==> src/rtl/cpu1_ram_arbiter.sv <==
// Purpose: two-master arbiter for one shared single-port RAM (round-robin with bounded lock).
// Latency: zero-wait grant; read data returns one cycle after the grant cycle.
// Backpressure: a requester that loses arbitration, or is blocked by freeze, sees waitrequest.
//
// Ports:
//   clk, reset (async, active-high), freeze (blocks new grants)
//   m0_* / m1_*  : requester side (address, byteenable, read, write, writedata, lock,
//                  waitrequest, readdata, readdatavalid)
//   ram_*        : shared RAM side (address, byteenable, chipselect, write, writedata, readdata)
module cpu1_ram_arbiter #(
  parameter int ADDR_W   = 10,
  parameter int DATA_W   = 32,
  parameter int LOCK_MAX = 16
) (
  input  logic                  clk,
  input  logic                  reset,
  input  logic                  freeze,

  input  logic [ADDR_W-1:0]     m0_address,
  input  logic [DATA_W/8-1:0]   m0_byteenable,
  input  logic                  m0_read,
  input  logic                  m0_write,
  input  logic [DATA_W-1:0]     m0_writedata,
  input  logic                  m0_lock,
  output logic                  m0_waitrequest,
  output logic [DATA_W-1:0]     m0_readdata,
  output logic                  m0_readdatavalid,

  input  logic [ADDR_W-1:0]     m1_address,
  input  logic [DATA_W/8-1:0]   m1_byteenable,
  input  logic                  m1_read,
  input  logic                  m1_write,
  input  logic [DATA_W-1:0]     m1_writedata,
  input  logic                  m1_lock,
  output logic                  m1_waitrequest,
  output logic [DATA_W-1:0]     m1_readdata,
  output logic                  m1_readdatavalid,

  output logic [ADDR_W-1:0]     ram_address,
  output logic [DATA_W/8-1:0]   ram_byteenable,
  output logic                  ram_chipselect,
  output logic                  ram_write,
  output logic [DATA_W-1:0]     ram_writedata,
  input  logic [DATA_W-1:0]     ram_readdata
);

  // lock_cnt never exceeds LOCK_MAX-1; one spare bit keeps LOCK_MAX=1 legal.
  localparam int CNT_W = $clog2(LOCK_MAX) + 1;
  localparam logic [CNT_W-1:0] LOCK_LIM = CNT_W'(LOCK_MAX - 1);

  logic             last_grant;   // 0: m0 was granted last, 1: m1
  logic [CNT_W-1:0] lock_cnt;
  logic             rd_valid;
  logic             rd_owner;

  logic req0, req1;
  logic grant0, grant1;
  logic lock_hold0, lock_hold1;
  logic hold_taken;
  logic rd_issue0, rd_issue1;

  always_comb begin
    req0 = m0_read | m0_write;
    req1 = m1_read | m1_write;

    // The previous owner keeps the RAM while it asserts lock, until its
    // budget of consecutive retained grants is spent.
    lock_hold0 = ~last_grant & m0_lock & req0 & (lock_cnt < LOCK_LIM);
    lock_hold1 =  last_grant & m1_lock & req1 & (lock_cnt < LOCK_LIM);

    grant0 = 1'b0;
    grant1 = 1'b0;
    if (!freeze && !reset) begin
      if (lock_hold0) begin
        grant0 = 1'b1;
      end else if (lock_hold1) begin
        grant1 = 1'b1;
      end else if (req0 && req1) begin
        // Tie: whoever was not served last goes next.
        grant0 = last_grant;
        grant1 = ~last_grant;
      end else begin
        grant0 = req0;
        grant1 = req1;
      end
    end

    hold_taken = (lock_hold0 & grant0) | (lock_hold1 & grant1);

    // A simultaneous read+write is a write and produces no read return.
    rd_issue0 = grant0 & m0_read & ~m0_write;
    rd_issue1 = grant1 & m1_read & ~m1_write;
  end

  always_comb begin
    ram_address    = '0;
    ram_byteenable = '0;
    ram_write      = 1'b0;
    ram_writedata  = '0;
    ram_chipselect = grant0 | grant1;
    if (grant0) begin
      ram_address    = m0_address;
      ram_byteenable = m0_byteenable;
      ram_write      = m0_write;
      ram_writedata  = m0_writedata;
    end else if (grant1) begin
      ram_address    = m1_address;
      ram_byteenable = m1_byteenable;
      ram_write      = m1_write;
      ram_writedata  = m1_writedata;
    end
  end

  always_comb begin
    m0_waitrequest   = req0 & ~grant0;
    m1_waitrequest   = req1 & ~grant1;
    m0_readdatavalid = rd_valid & ~rd_owner;
    m1_readdatavalid = rd_valid &  rd_owner;
    m0_readdata      = m0_readdatavalid ? ram_readdata : '0;
    m1_readdata      = m1_readdatavalid ? ram_readdata : '0;
  end

  always_ff @(posedge clk or posedge reset) begin
    if (reset) begin
      last_grant <= 1'b1;
      lock_cnt   <= '0;
      rd_valid   <= 1'b0;
      rd_owner   <= 1'b0;
    end else begin
      if (grant0 | grant1) begin
        last_grant <= grant1;
      end

      // Only a lock-retained grant extends the run; anything else restarts it.
      if (hold_taken) begin
        lock_cnt <= lock_cnt + CNT_W'(1);
      end else begin
        lock_cnt <= '0;
      end

      // The RAM returns data the cycle after the address is taken, so the
      // owner tag only needs to live for one cycle.
      rd_valid <= rd_issue0 | rd_issue1;
      if (rd_issue0 | rd_issue1) begin
        rd_owner <= rd_issue1;
      end
    end
  end

endmodule

==> config.mk <==
export PLATFORM = sky130hd
export DESIGN_NAME = cpu1_ram_arbiter
export DESIGN_NICKNAME = d
export VERILOG_FILES = /design/src/rtl/cpu1_ram_arbiter.sv
export SDC_FILE = /design/constraint.sdc
export NUM_CORES = 1
export LEC_CHECK = 0
export BUFFER_PORTS_ARGS = -buffer_cell sky130_fd_sc_hd__buf_2
export CAP_MARGIN = 20
export CORE_AREA = 2 2 97 99
export DETAILED_ROUTE_END_ITERATION = 6
export DIE_AREA = 0 0 99 101
export MAX_ROUTING_LAYER = met4
export PLACE_DENSITY = 0.57
export SYNTH_ARGS = -nofsm -noshare
export SYNTH_HDL_FRONTEND = slang
export SYNTH_SLANG_ARGS = --single-unit
==> constraint.sdc <==
create_clock -name clk -period 1.75 [get_ports clk]
set_input_delay 0.0875 -clock clk [delete_from_list [all_inputs] [get_ports clk]]
set_output_delay 0.0875 -clock clk [all_outputs]
set_load 0.01 [all_outputs]
Word-level counts from Yosys, hierarchy flattened. Cells that the tools add are included. Widths: inputs -> output; s select.

Input port bits: 133. Output and inout port bits: 116. Logic and storage cells: 56. Memory bits (writable): 0. Register bits after elaboration: 8. Bits in latches: 0. ROM bits: 0. Memories kept: 0.

Muxes and demuxes: 19. Add/sub/neg operators: 1. Div/mod/pow operators: 0. Magnitude comparators: 1. Eq/ne operators: 0. Bitwise logic cells: 27. Reductions and logical operators: 4. Shifts and indexed selects: 0. Multiply operators: 0.

Operators by type and width (count): $mux 32 (4); $mux 10 (2); $and 1x1->1 (16); $mux 1 (10); $mux 4 (2); $not 1->1 (6); $add 5x1->5 const B (1); $lt 5x4->1 const B (1); $mux 5 (1); $or 1x1->1 (5); $logic_and 1x1->1 (2); $logic_not 1->1 (2).

Logic depth before layout (Yosys ltp). Gate-level depths: netlist (run 1).

Depth after elaboration: 9. Mapped depth: 6. Depth with buffers taken out: 4.

Worst setup path after synthesis (run 1). Ideal clock, no wire load.

Path kind: flip-flop to output port. From: reg lock_cnt[0]. To: out ram_address[0]. Data required time: 1.662 ns. Arrival time: 1.626 ns. Buffers on the path: 2. Setup slack: 0.036 ns. Stages on the path, launching flop included: 7. Cells stage by stage: dfrtp_1 -> a41o_1 -> or3_4 -> a21oi_2 -> buf_6 -> buf_6 -> a22o_1.

Longest elaborated chain between the ends: 7. Elaborated cells on any way between the ends: 11. Those cells by class: 1 x order compare; 8 x mux; 2 x bitwise.

Ends and longest elaborated chain: from (decl) (RTL line 52) `logic [CNT_W-1:0] lock_cnt;`; from (signal assigned) (RTL line 136) `lock_cnt <= lock_cnt + CNT_W'(1);`; $lt 5x4->1 (*) (RTL line 68, 69); $and 1x1->1 (RTL line 69) `lock_hold1 = last_grant & m1_lock & req1 & (lock_cnt < LOCK_LIM);`; $mux 1 (RTL line 76) `end else if (lock_hold1) begin`; $mux 1 (RTL line 74) `if (lock_hold0) begin`; $mux 1 (RTL line 73) `if (!freeze && !reset) begin`; $mux 10 (RTL line 106) `end else if (grant1) begin`; $mux 10 (*) (RTL line 101) `if (grant0) begin`; to (decl) (RTL line 39) `output logic [ADDR_W-1:0] ram_address,`.

Mark *: on every way between the ends. The rest lies on a longest branch, timed or not.

Final worst setup path (run 1).
From: reg lock_cnt[3]. To: out ram_writedata[8].

Longest elaborated chain between the ends: 7. Elaborated cells on any way between the ends: 11. Those cells by class: 1 x order compare; 8 x mux; 2 x bitwise.

Ends and longest elaborated chain: $lt 5x4->1 (*) (RTL line 68, 69); $and 1x1->1 (RTL line 69); $mux 1 (RTL line 76); $mux 1 (RTL line 74); $mux 1 (RTL line 73); $mux 32 (RTL line 106); $mux 32 (*) (RTL line 101); to (decl) (RTL line 43) `output logic [DATA_W-1:0] ram_writedata,`.

Marks and branches as above.

==> flow_summary_export.csv, run 1 <==
group,metric,value,unit
clock_tree,htree_levels,1,
setup_path,crit_chain,"a41o_1 > or3_4 > a21oi_4 > buf_12 > buf_12 > a22o_1 > buf_6",
logic_synthesis,synth_top_area_cell,"a22o_1",
setup_path,crit_path_frequent_cell,"buf_12",
logic_synthesis,synth_edf_count,0,
clock_tree,clk_latency,230,ps
run,cap_violations,0,
grt,grt_pass1_vias,2217,
setup_path,rr_endpoint,"rd_owner",
run_status,status,"complete, but fails checks",
setup_path,path_class,"reg -> out",
logic_synthesis,synth.net_count,315,
placement,routabilityCongestion,0.861,
logic_synthesis,ys_warn_count,0,
setup_path,endpoint_kind,"output pin",
sta,drv_slew,0,
floorplanning,start_util,15.4,%
placement,port_buffers,248,
logic_synthesis,ys_types,32,
min_path,hold_class,"in -> reg",
setup_path,reg2reg_from,"lock_cnt[3]",
pwr,leakage,2.00,nW
clock_tree,ctsLongestPathBuffers,2,
logic_synthesis,synth_top_area_share,29.8,%
finish,syn2layout_area_growth,122,%
floorplanning,core_area,8980,µm²
setup_path,cp.arrival,2020,ps
logic_synthesis,synthTopCellsByArea,"a22o_1 30%, and2_1 15%, and3_1 14%",
sta,hold_slack,250,ps
clock_tree,cts_buffers,3,
pwr,p_total,1.38,mW
sta,hold_viol_final,0,
sta,fin_crit,2110,ps
sta,finalCritPeriodShare,120,%
clock_tree,path_clk_slew,50,ps
grt,grt_pass1_wl,10700,µm
floorplanning,row_count,35,
logic_synthesis,synthesis.area,1380,µm²
grt,antenna_found_initial,0,
floorplanning,die-area,10000,µm²
finish,diodes,0,
routing,routed_via_density,4.49,
logic_synthesis,synth_most_common_cell,"a22o_1",
routing,postRouteAntennaNets,0,
floorplanning,ios,249,
sta,clock.fmax,0.474,GHz
grt,grt_use_total,13.5,%
logic_synthesis,synth_seq_cells,8,
logic_synthesis,synthFlopType,"dfrtp_1",
sta,fin_skew,6.72,ps
routing,wirelength,8020,µm
setup_path,cp-endpoint,"ram_writedata[8]",
sta,rsz0062_at_grt,"true",
setup_path,reg2reg_depth,6,
routing,wl_per_cell,14.6,µm
finish,final_layout_size_suffix_gt1_share,65.5,%
logic_synthesis,seq_area_frac_synth,14.6,%
setup_path,crit_start,"lock_cnt[3]",
floorplanning,die_h,101,µm
sta,slew_headroom,74.1,%
routing,dr.pass1.iters,4,
sta,fin_ws,-358,ps
logic_synthesis,async_reset_ff_share,100,%
logic_synthesis,synth_cells,181,
sta,worst_pin_slew,388,ps
routing,drc_errors,0,
grt,grt_overflow,0,
sta,tns,-16440,ps
finish,utilization,34.1,%
setup_path,cp.required,1660,ps
pwr,power_density,450,nW/µm²
grt,grt_max_degree,49,
setup_path,cp_max_fo,12,
floorplanning,dieWidth,99,µm
setup_path,crit_path_top_delay_cell,"dfrtp_1",
setup_path,rrSetupSlack,10,ps
sta,setup_viol,50,
placement,dp_hpwl,6480,µm
logic_synthesis,synth_common_cells,"47 x a22o_1, 33 x and2_1, 32 x and3_1",
clock_tree,clock_sinks,8,
clock_tree,tritoncts,"done",
run_status,violations,"negative setup slack",
clock_tree,cts_root_buf,"clkbuf_8",
finish,fin_nets,575,
setup_path,critPathLaunchType,"flip-flop",
routing,dr.first_iter.drc_count,51,
setup_path,slowest_delay,380,ps
pwr,peakVddDrop,252,µV
logic_synthesis,avgSynthCellArea,7.64,µm²
routing,num_vias,2473,
## per-stage QoR
stage | instances | worst slack, ps | area [µm²]
after CTS | 545 | -375 | 2930
after global routing | 551 | -429 | 3060
after detailed placement | 539 | -115 | 2840
after floorplan | 181 | 36.3 | 1380
after global placement | 539 | -77.7 | 2840
final | 551 | -358 | 3060
## worst min-delay path by stage
stage	start	cells after the start	end	slack (ps)
3_5_place_dp	reset	2	lock_cnt[1]	70
4_1_cts	m1_read	3	rd_owner	250
3_3_place_gp	reset	2	lock_cnt[1]	60
6_report	m1_read	3	rd_owner	250
5_1_grt	m1_read	3	rd_owner	260
2_1_floorplan	reset	1	lock_cnt[0]	-100
## sequential cells by signal (all words and copies together) (netlist names)
name,flops
rd_owner,1
lock_cnt,5
last_grant,1
rd_valid,1
## repair_timing
item | CTS | global route
pin swaps | 1 | 5
setup endpoints to repair | 51 | 52
resized for setup | 7 | 7
gates cloned | 0 | 3
hold endpoints to repair | 7 | 0
hold buffers | 1 | 0
setup buffers | 1 | 3
## critical path: cells and delay by family, from the launching register on
kind	cells	cell delay, ps
buffers and inverters	3	390
AO/OA/AOI/OAI	3	650
flip-flops	1	380
AND/OR/NAND/NOR	1	370
## layer usage
layer	vias up	global-route usage, %	routed length [µm]
met4	0	1.90	15
met5	-	-	0
met2	160	25.6	4260
li1	1196	-	-
met3	2	1.25	710
met1	1115	15.6	3030
## area by class of cell
type / instances / area [µm²]
Timing Repair Buffer: 274 / 1540
Inverter: 4 / 15.0
Clock buffer: 4 / 45.0
Sequential cell: 8 / 201
Fill cell: 945 / 5910
Tap cell: 111 / 139
Multi-Input combinational cell: 150 / 1120
## logic make-up (layout without fill, tap and decap cells)
logic type | Yosys count | after routing | share of synthesized area, %
compound gates | 61 | 61 | 37.6
xor+xnor | 2 | 2 | 1.27
fa+ha+maj | 1 | 1 | 0.905
buf+inv | 23 | 282 | 8.23
flops | 8 | 8 | 14.6
simple gates | 86 | 86 | 37.4
## placed cells by master (no fill, tap or decap)
cell,synthesis,routed
dfrtp_1,7,7
dfstp_2,1,1
xnor2_1,1,1
buf_12,0,3
buf_4,0,18
nand3b_1,1,1
nor2_1,10,9
o22ai_1,1,1
a41o_1,1,1
a21o_1,1,1
o22a_2,0,1
buf_2,4,244
a21oi_4,0,1
o21a_1,1,1
ha_1,1,1
buf_6,3,6
o221ai_4,0,1
clkbuf_16,0,2
a31oi_2,0,1
a22o_1,47,47
clkbuf_1,12,1
nand3_1,2,2
o21ai_0,3,3
and3_1,32,32
clkbuf_8,0,3
nor2_4,0,1
and2_1,33,33
inv_1,4,4
nor2b_1,2,2
or2_2,2,2
dlygate4sd3_1,0,1
o31ai_2,0,1
nor2_2,1,1
a211oi_4,0,1
nand2b_1,2,2
xor2_1,1,1
o2bb2ai_1,1,1
or3_4,1,1
## power by group
group / internal, mW / leakage (nW) / switching, mW
Clock: 0.158 / 0.0228 / 0.0800
Combinational: 0.455 / 1.87 / 0.464
Sequential: 0.211 / 0.105 / 0.0102
Power figures use the tool's default switching activity.
==> run 2, diff against run 1 <==
--- a/config.mk
+++ b/config.mk
@@ -10,8 +10,10 @@
 export CORE_AREA = 2 2 97 99
 export DETAILED_ROUTE_END_ITERATION = 6
 export DIE_AREA = 0 0 99 101
+export GPL_ROUTABILITY_DRIVEN = 1
 export MAX_ROUTING_LAYER = met4
 export PLACE_DENSITY = 0.57
 export SYNTH_ARGS = -nofsm -noshare
 export SYNTH_HDL_FRONTEND = slang
 export SYNTH_SLANG_ARGS = --single-unit
+export TNS_END_PERCENT = 1
==> flow_summary_export.csv, run 2 (synthesis results as in run 1) <==
group,metric,value,unit
clock_tree,cts_setup_buffers,0,
routing,wl_per_cell,13.8,µm
min_path,min_from,"freeze",
pwr,leakage,1.94,nW
clock_tree,ctsLongestPathBuffers,2,
finish,syn2layout_area_growth,111,%
setup_path,slowest_delay,380,ps
pwr,p_clk_share,18.3,%
floorplanning,start_util,15.4,%
floorplanning,row_count,35,
finish,regMostFlops,"lock_cnt",
min_path,hold_class,"in -> reg",
run_status,status,"complete, but fails checks",
setup_path,path_class,"reg -> out",
sta,slew_headroom,78.6,%
setup_path,rr_endpoint,"rd_owner",
grt,grt_pass1_vias,2198,
setup_path,crit_family,"compound AO/OA/AOI/OAI gates",
sta,fin_skew,6.35,ps
pwr,p_sw,522,µW
placement,routabilityCongestion,0.861,
setup_path,cp.arrival,1990,ps
setup_path,rrSetupSlack,70,ps
grt,grt_overflow,0,
pwr,p_int,775,µW
finish,final_cell_mix,"244 x buf_2, 47 x a22o_1, 33 x and2_1",
clock_tree,htree_levels,1,
floorplanning,die-area,10000,µm²
placement,place_ws,-115,ps
grt,use_met1,15.7,%
floorplanning,dieWidth,99,µm
placement,placed_area,2840,µm²
clock_tree,path_clk_slew,50,ps
finish,utilization,32.5,%
grt,grt_pass1_wl,10600,µm
finish,final_common_cell,"buf_2",
finish,largest_reg_flops,5,
clock_tree,cts_buffers,3,
floorplanning,core_area,8980,µm²
finish,fin_nets,568,
finish,fill_cells,960,
pwr,peakVddDrop,246,µV
setup_path,path_buf_inv,2,
finish,final_cells,544,
sta,fin_ws,-323,ps
setup_path,cp.required,1660,ps
clock_tree,cts_root_buf,"clkbuf_8",
sta,finalCritPeriodShare,118,%
finish,final_layout_size_suffix_gt1_share,64.0,%
routing,dr.pass1.iters,4,
routing,drc_errors,0,
routing,routed_via_density,4.42,
sta,clock.fmax,0.482,GHz
placement,placed_cells,539,
min_path,hold_end,"last_grant",
clock_tree,clock_sinks,8,
sta,hold_viol_final,0,
sta,worst_pin_slew,321,ps
floorplanning,ios,249,
finish,diodes,0,
setup_path,reg2reg_from,"lock_cnt[0]",
setup_path,cp_max_fo,48,
grt,grt_use_met2,25.4,%
setup_path,reg2reg_depth,5,
sta,fin_crit,2070,ps
pwr,power_frac_comb,64.7,%
run_status,violations,"negative setup slack",
grt,grt.busiest_layer,"met2",
pwr,p_total,1.30,mW
clock_tree,clk_latency,230,ps
setup_path,critPathLaunchType,"flip-flop",
sta,rsz0062_at_grt,"true",
placement,port_buffers,248,
finish,final_cell_area,2910,µm²
sta,hold_slack,251,ps
pwr,p_sw_share,40.2,%
pwr,power_density,445,nW/µm²
sta,tns,-14360,ps
routing,wirelength,7480,µm
sta,setup_viol,50,
setup_path,crit_path_top_delay_cell,"dfrtp_1",
routing,num_vias,2403,
pwr,seq_power_share,17.1,%
min_path,min_path_cells,5,
floorplanning,die_h,101,µm
setup_path,crit_chain,"a41o_1 > or3_4 > a21oi_4 > buf_12 > a22o_1 > buf_2",
grt,use_met3,1.25,%
setup_path,endpoint_kind,"output pin",
sta,drv_slew,0,
clock_tree,tritoncts,"done",
placement,dp_hpwl,6480,µm
grt,antenna_found_initial,0,
run,cap_violations,0,
grt,grt_use_total,13.4,%
routing,postRouteAntennaNets,0,
grt,grt_max_degree,49,
routing,dr.first_iter.drc_count,41,
-- run 2: worst max path at each step --
stage,from,to,slack (ps),cells past startpoint
after global routing,lock_cnt[0],ram_writedata[8],-410,6
after global placement,lock_cnt[1],ram_writedata[8],-80,6
after detailed placement,lock_cnt[0],ram_writedata[8],-120,6
final,lock_cnt[0],ram_writedata[14],-320,6
after CTS,lock_cnt[0],ram_writedata[8],-370,6
after floorplan,lock_cnt[0],ram_address[0],40,6
-- run 2: metal layers --
metal | share of wire [%] | wire length [µm]
met5 | 0 | 0
met4 | 0.20 | 15
met3 | 9.1 | 681
met2 | 53 | 3930
met1 | 38 | 2860
-- run 2: power by group through the flow --
stage / Clock (mW) / Sequential [mW] / Combinational, mW
2_1_floorplan: 0 / 0.236 / 0.407
3_3_place_gp: 0 / 0.223 / 0.823
5_1_grt: 0.268 / 0.224 / 0.916
3_5_place_dp: 0 / 0.223 / 0.834
4_1_cts: 0.247 / 0.221 / 0.844
6_report: 0.237 / 0.221 / 0.839
-- run 2: cell type report --
cell class | instances | area (µm²) | share of cell area (%)
clock buffers | 4 | 45.0 | 1.55
multi-input cells | 150 | 1080 | 37.2
repair buffers | 267 | 1430 | 49.0
well taps | 111 | 139 | 4.77
flip-flops and latches | 8 | 201 | 6.91
inverters | 4 | 15.0 | 0.515
-- run 2: worst reg2reg max path: stages (launching register included) --
cell	delay, ps
dfrtp_1	380
a41o_1	290
or3_4	360
buf_4	150
a211oi_2	270
o2bb2ai_1	110
-- run 2: what timing repair did --
action                                 in CTS  in global routing
resized for setup                           4                  1
pin swaps                                  26                 14
setup endpoints to repair                  51                 50
hold buffers                                1                  0
endpoints found under the hold margin       7                  0
==> run 3, diff against run 2 <==
--- a/config.mk
+++ b/config.mk
@@ -5,6 +5,7 @@
 export SDC_FILE = /design/constraint.sdc
 export NUM_CORES = 1
 export LEC_CHECK = 0
+export ABC_AREA = 1
 export BUFFER_PORTS_ARGS = -buffer_cell sky130_fd_sc_hd__buf_2
 export CAP_MARGIN = 20
 export CORE_AREA = 2 2 97 99
@@ -12,7 +13,7 @@
 export DIE_AREA = 0 0 99 101
 export GPL_ROUTABILITY_DRIVEN = 1
 export MAX_ROUTING_LAYER = met4
-export PLACE_DENSITY = 0.57
+export PLACE_DENSITY = 0.58
 export SYNTH_ARGS = -nofsm -noshare
 export SYNTH_HDL_FRONTEND = slang
 export SYNTH_SLANG_ARGS = --single-unit
==> flow_summary_export.csv, run 3 <==
group,metric,value,unit
sta,finalCritPeriodShare,113,%
clock_tree,cts_buffers,3,
routing,dr.pass1.iters,4,
placement,routabilityCongestion,0.806,
pwr,p_total,1.70,mW
logic_synthesis,synthFlopType,"dfrtp_1",
setup_path,cp.required,1660,ps
grt,grt_overflow,0,
sta,fin_crit,1970,ps
sta,setup_viol,50,
floorplanning,dieWidth,99,µm
logic_synthesis,synth_top_area_share,40.9,%
setup_path,reg2reg_depth,10,
logic_synthesis,synth-compound-area-share,1.29,%
run_status,violations,"negative setup slack",
setup_path,cp_max_fo,7,
setup_path,cp.arrival,1880,ps
clock_tree,clock_sinks,8,
min_path,min_from,"m0_write",
clock_tree,cts_root_buf,"clkbuf_8",
logic_synthesis,synth_top_area_cell,"nand2_1",
run,cap_violations,0,
logic_synthesis,async_reset_ff_share,100,%
routing,drc_errors,0,
floorplanning,core_area,8980,µm²
routing,wl_per_cell,11.4,µm
sta,fin_ws,-220,ps
clock_tree,tritoncts,"done",
pwr,peakVddDrop,294,µV
logic_synthesis,synth.net_count,453,
sta,worst_pin_slew,375,ps
finish,fill_cells,972,
logic_synthesis,synth_cells,319,
floorplanning,ios,249,
setup_path,reg2reg_from,"last_grant",
logic_synthesis,synth_common_cells,"158 x nand2_1, 77 x nor2_1, 44 x inv_1",
sta,rsz0062_at_grt,"true",
floorplanning,die-area,10000,µm²
clock_tree,path_clk_slew,40,ps
logic_synthesis,synth_edf_count,0,
routing,wirelength,7740,µm
floorplanning,row_count,35,
grt,grt_pass1_wl,10400,µm
grt,antenna_found_initial,0,
clock_tree,ctsLongestPathBuffers,2,
finish,largest_reg_flops,5,
run_status,status,"complete, but fails checks",
placement,dp_hpwl,5640,µm
grt,grt_pass1_vias,2326,
finish,syn2layout_area_growth,114,%
setup_path,rrSetupSlack,220,ps
sta,clock.fmax,0.508,GHz
logic_synthesis,synth_top_family_by_area,"simple AND/OR/NAND/NOR gates",
logic_synthesis,synthesis.area,1450,µm²
logic_synthesis,avgSynthCellArea,4.55,µm²
grt,grt_max_degree,48,
finish,final_layout_size_suffix_gt1_share,51.1,%
routing,routed_via_density,4.06,
min_path,min_path_cells,4,
finish,final_common_cell,"buf_2",
sta,fin_skew,3.74,ps
logic_synthesis,synth_seq_cells,8,
routing,postRouteAntennaNets,0,
logic_synthesis,ys_types,21,
finish,regMostFlops,"lock_cnt",
logic_synthesis,synth_fa_ha_area_share,0.862,%
floorplanning,die_h,101,µm
clock_tree,htree_levels,1,
finish,final_cell_mix,"245 x buf_2, 141 x nand2_1, 76 x nor2_1",
pwr,leakage,2.25,nW
logic_synthesis,seq_area_frac_synth,13.9,%
setup_path,rr_endpoint,"last_grant",
sta,tns,-8770,ps
logic_synthesis,synthXorXnorAreaFrac,0.603,%
setup_path,path_class,"reg -> out",
min_path,hold_end,"rd_valid",
logic_synthesis,synth_most_common_cell,"nand2_1",
grt,grt_use_total,13.2,%
floorplanning,start_util,16.2,%
logic_synthesis,synthSimpleGateAreaFrac,64.4,%
finish,diodes,0,
sta,hold_viol_final,0,
setup_path,critPathLaunchType,"flip-flop",
setup_path,endpoint_kind,"output pin",
logic_synthesis,muxShareOfSynthArea,0,%
pwr,power_density,549,nW/µm²
clock_tree,clk_latency,240,ps
logic_synthesis,ys_warn_count,0,
sta,drv_slew,0,
routing,dr.first_iter.drc_count,42,
sta,slew_headroom,74.9,%
finish,fin_nets,705,
routing,num_vias,2765,
min_path,hold_class,"in -> reg",
placement,port_buffers,248,
logic_synthesis,synthTopCellsByArea,"nand2_1 41%, nor2_1 20%, dfrtp_1 12%",
==> run 3: cell types whose count changed in the layout (fill, tap and decap cells not counted), moves of 3 or more <==
cell,change
a22o_1,-47
and2_1,-33
and3_1,-32
buf_4,-14
inv_1,+39
nand2_1,+141
nand2_2,+18
nor2_1,+66
nor2_2,+3
o21ai_0,-3
==> run 3: worst max-delay path, stage by stage (launching register included) <==
cell	delay [ps]
dfstp_2	550
inv_2	50
nand2_1	50
nor2_1	40
nand3_1	130
nand2_2	80
a21oi_4	140
buf_6	130
buf_12	110
buf_12	130
nand2_1	50
nand2_1	60
buf_2	130
==> run 3: how the worst max path moves through the flow <==
stage	startpoint	endpoint	slack (ps)	cells past startpoint
after floorplan	last_grant	ram_byteenable[0]	260	11
after global placement	last_grant	ram_writedata[6]	90	11
after detailed placement	last_grant	ram_writedata[6]	40	11
after CTS	last_grant	ram_writedata[2]	-190	12
after global routing	last_grant	ram_address[2]	-310	12
final	last_grant	ram_writedata[26]	-220	12
==> run 3: kinds of logic after synthesis <==
group / after synthesis
buf+inv: 62
flops: 8
fa+ha+maj: 1
compound gates: 3
xor+xnor: 1
simple gates: 244
==> run 3: what timing repair did <==
action                     CTS  global route
gates resized for setup     14            16
gates cloned                 3             2
setup endpoints to repair   50            50
pin swaps                    7             8
hold buffers                 2             0
buffers inserted             5             0
hold endpoints to repair     7             0
==> run 3: area by class of cell <==
cell class	count	area, µm²	area share (%)
repair buffers	263	1510	48.6
multi-input cells	249	1030	33.3
flip-flops and latches	8	201	6.50
inverters	46	175	5.65
well taps	111	139	4.48
clock buffers	4	45.0	1.45
==> run 3: layer usage <==
layer  global-route usage, %  wire length (µm)  part of all wire [%]  vias to the layer above
li1                        -                 -                     -                     1412
met1                    13.5              2820                    36                     1187
met2                    26.8              4260                    55                      159
met3                    1.39               572                   7.4                        7
met4                    2.85                75                  0.97                        0
met5                       -                 0                     0                        -
==> run 3: report_power, final <==
part / internal, mW / switching [mW]
sequential: 0.224 / 0.0248
combinational: 0.542 / 0.663
clock: 0.159 / 0.0891
total: 0.925 / 0.777
==> run 3: stage by stage <==
stage | hold WS, ps | utilization, % | std cells | setup slack [ps] | cell area (µm²)
3_5_place_dp | 63.5 | 31.1 | 666 | 43.1 | 2790
3_3_place_gp | 61.7 | 31.1 | 666 | 91.3 | 2790
5_1_grt | 244 | 34.5 | 681 | -309 | 3100
2_1_floorplan | -97.6 | - | 319 | 259 | 1450
4_1_cts | 198 | 33.7 | 680 | -190 | 3030
6_report | 201 | 34.5 | 681 | -220 | 3100
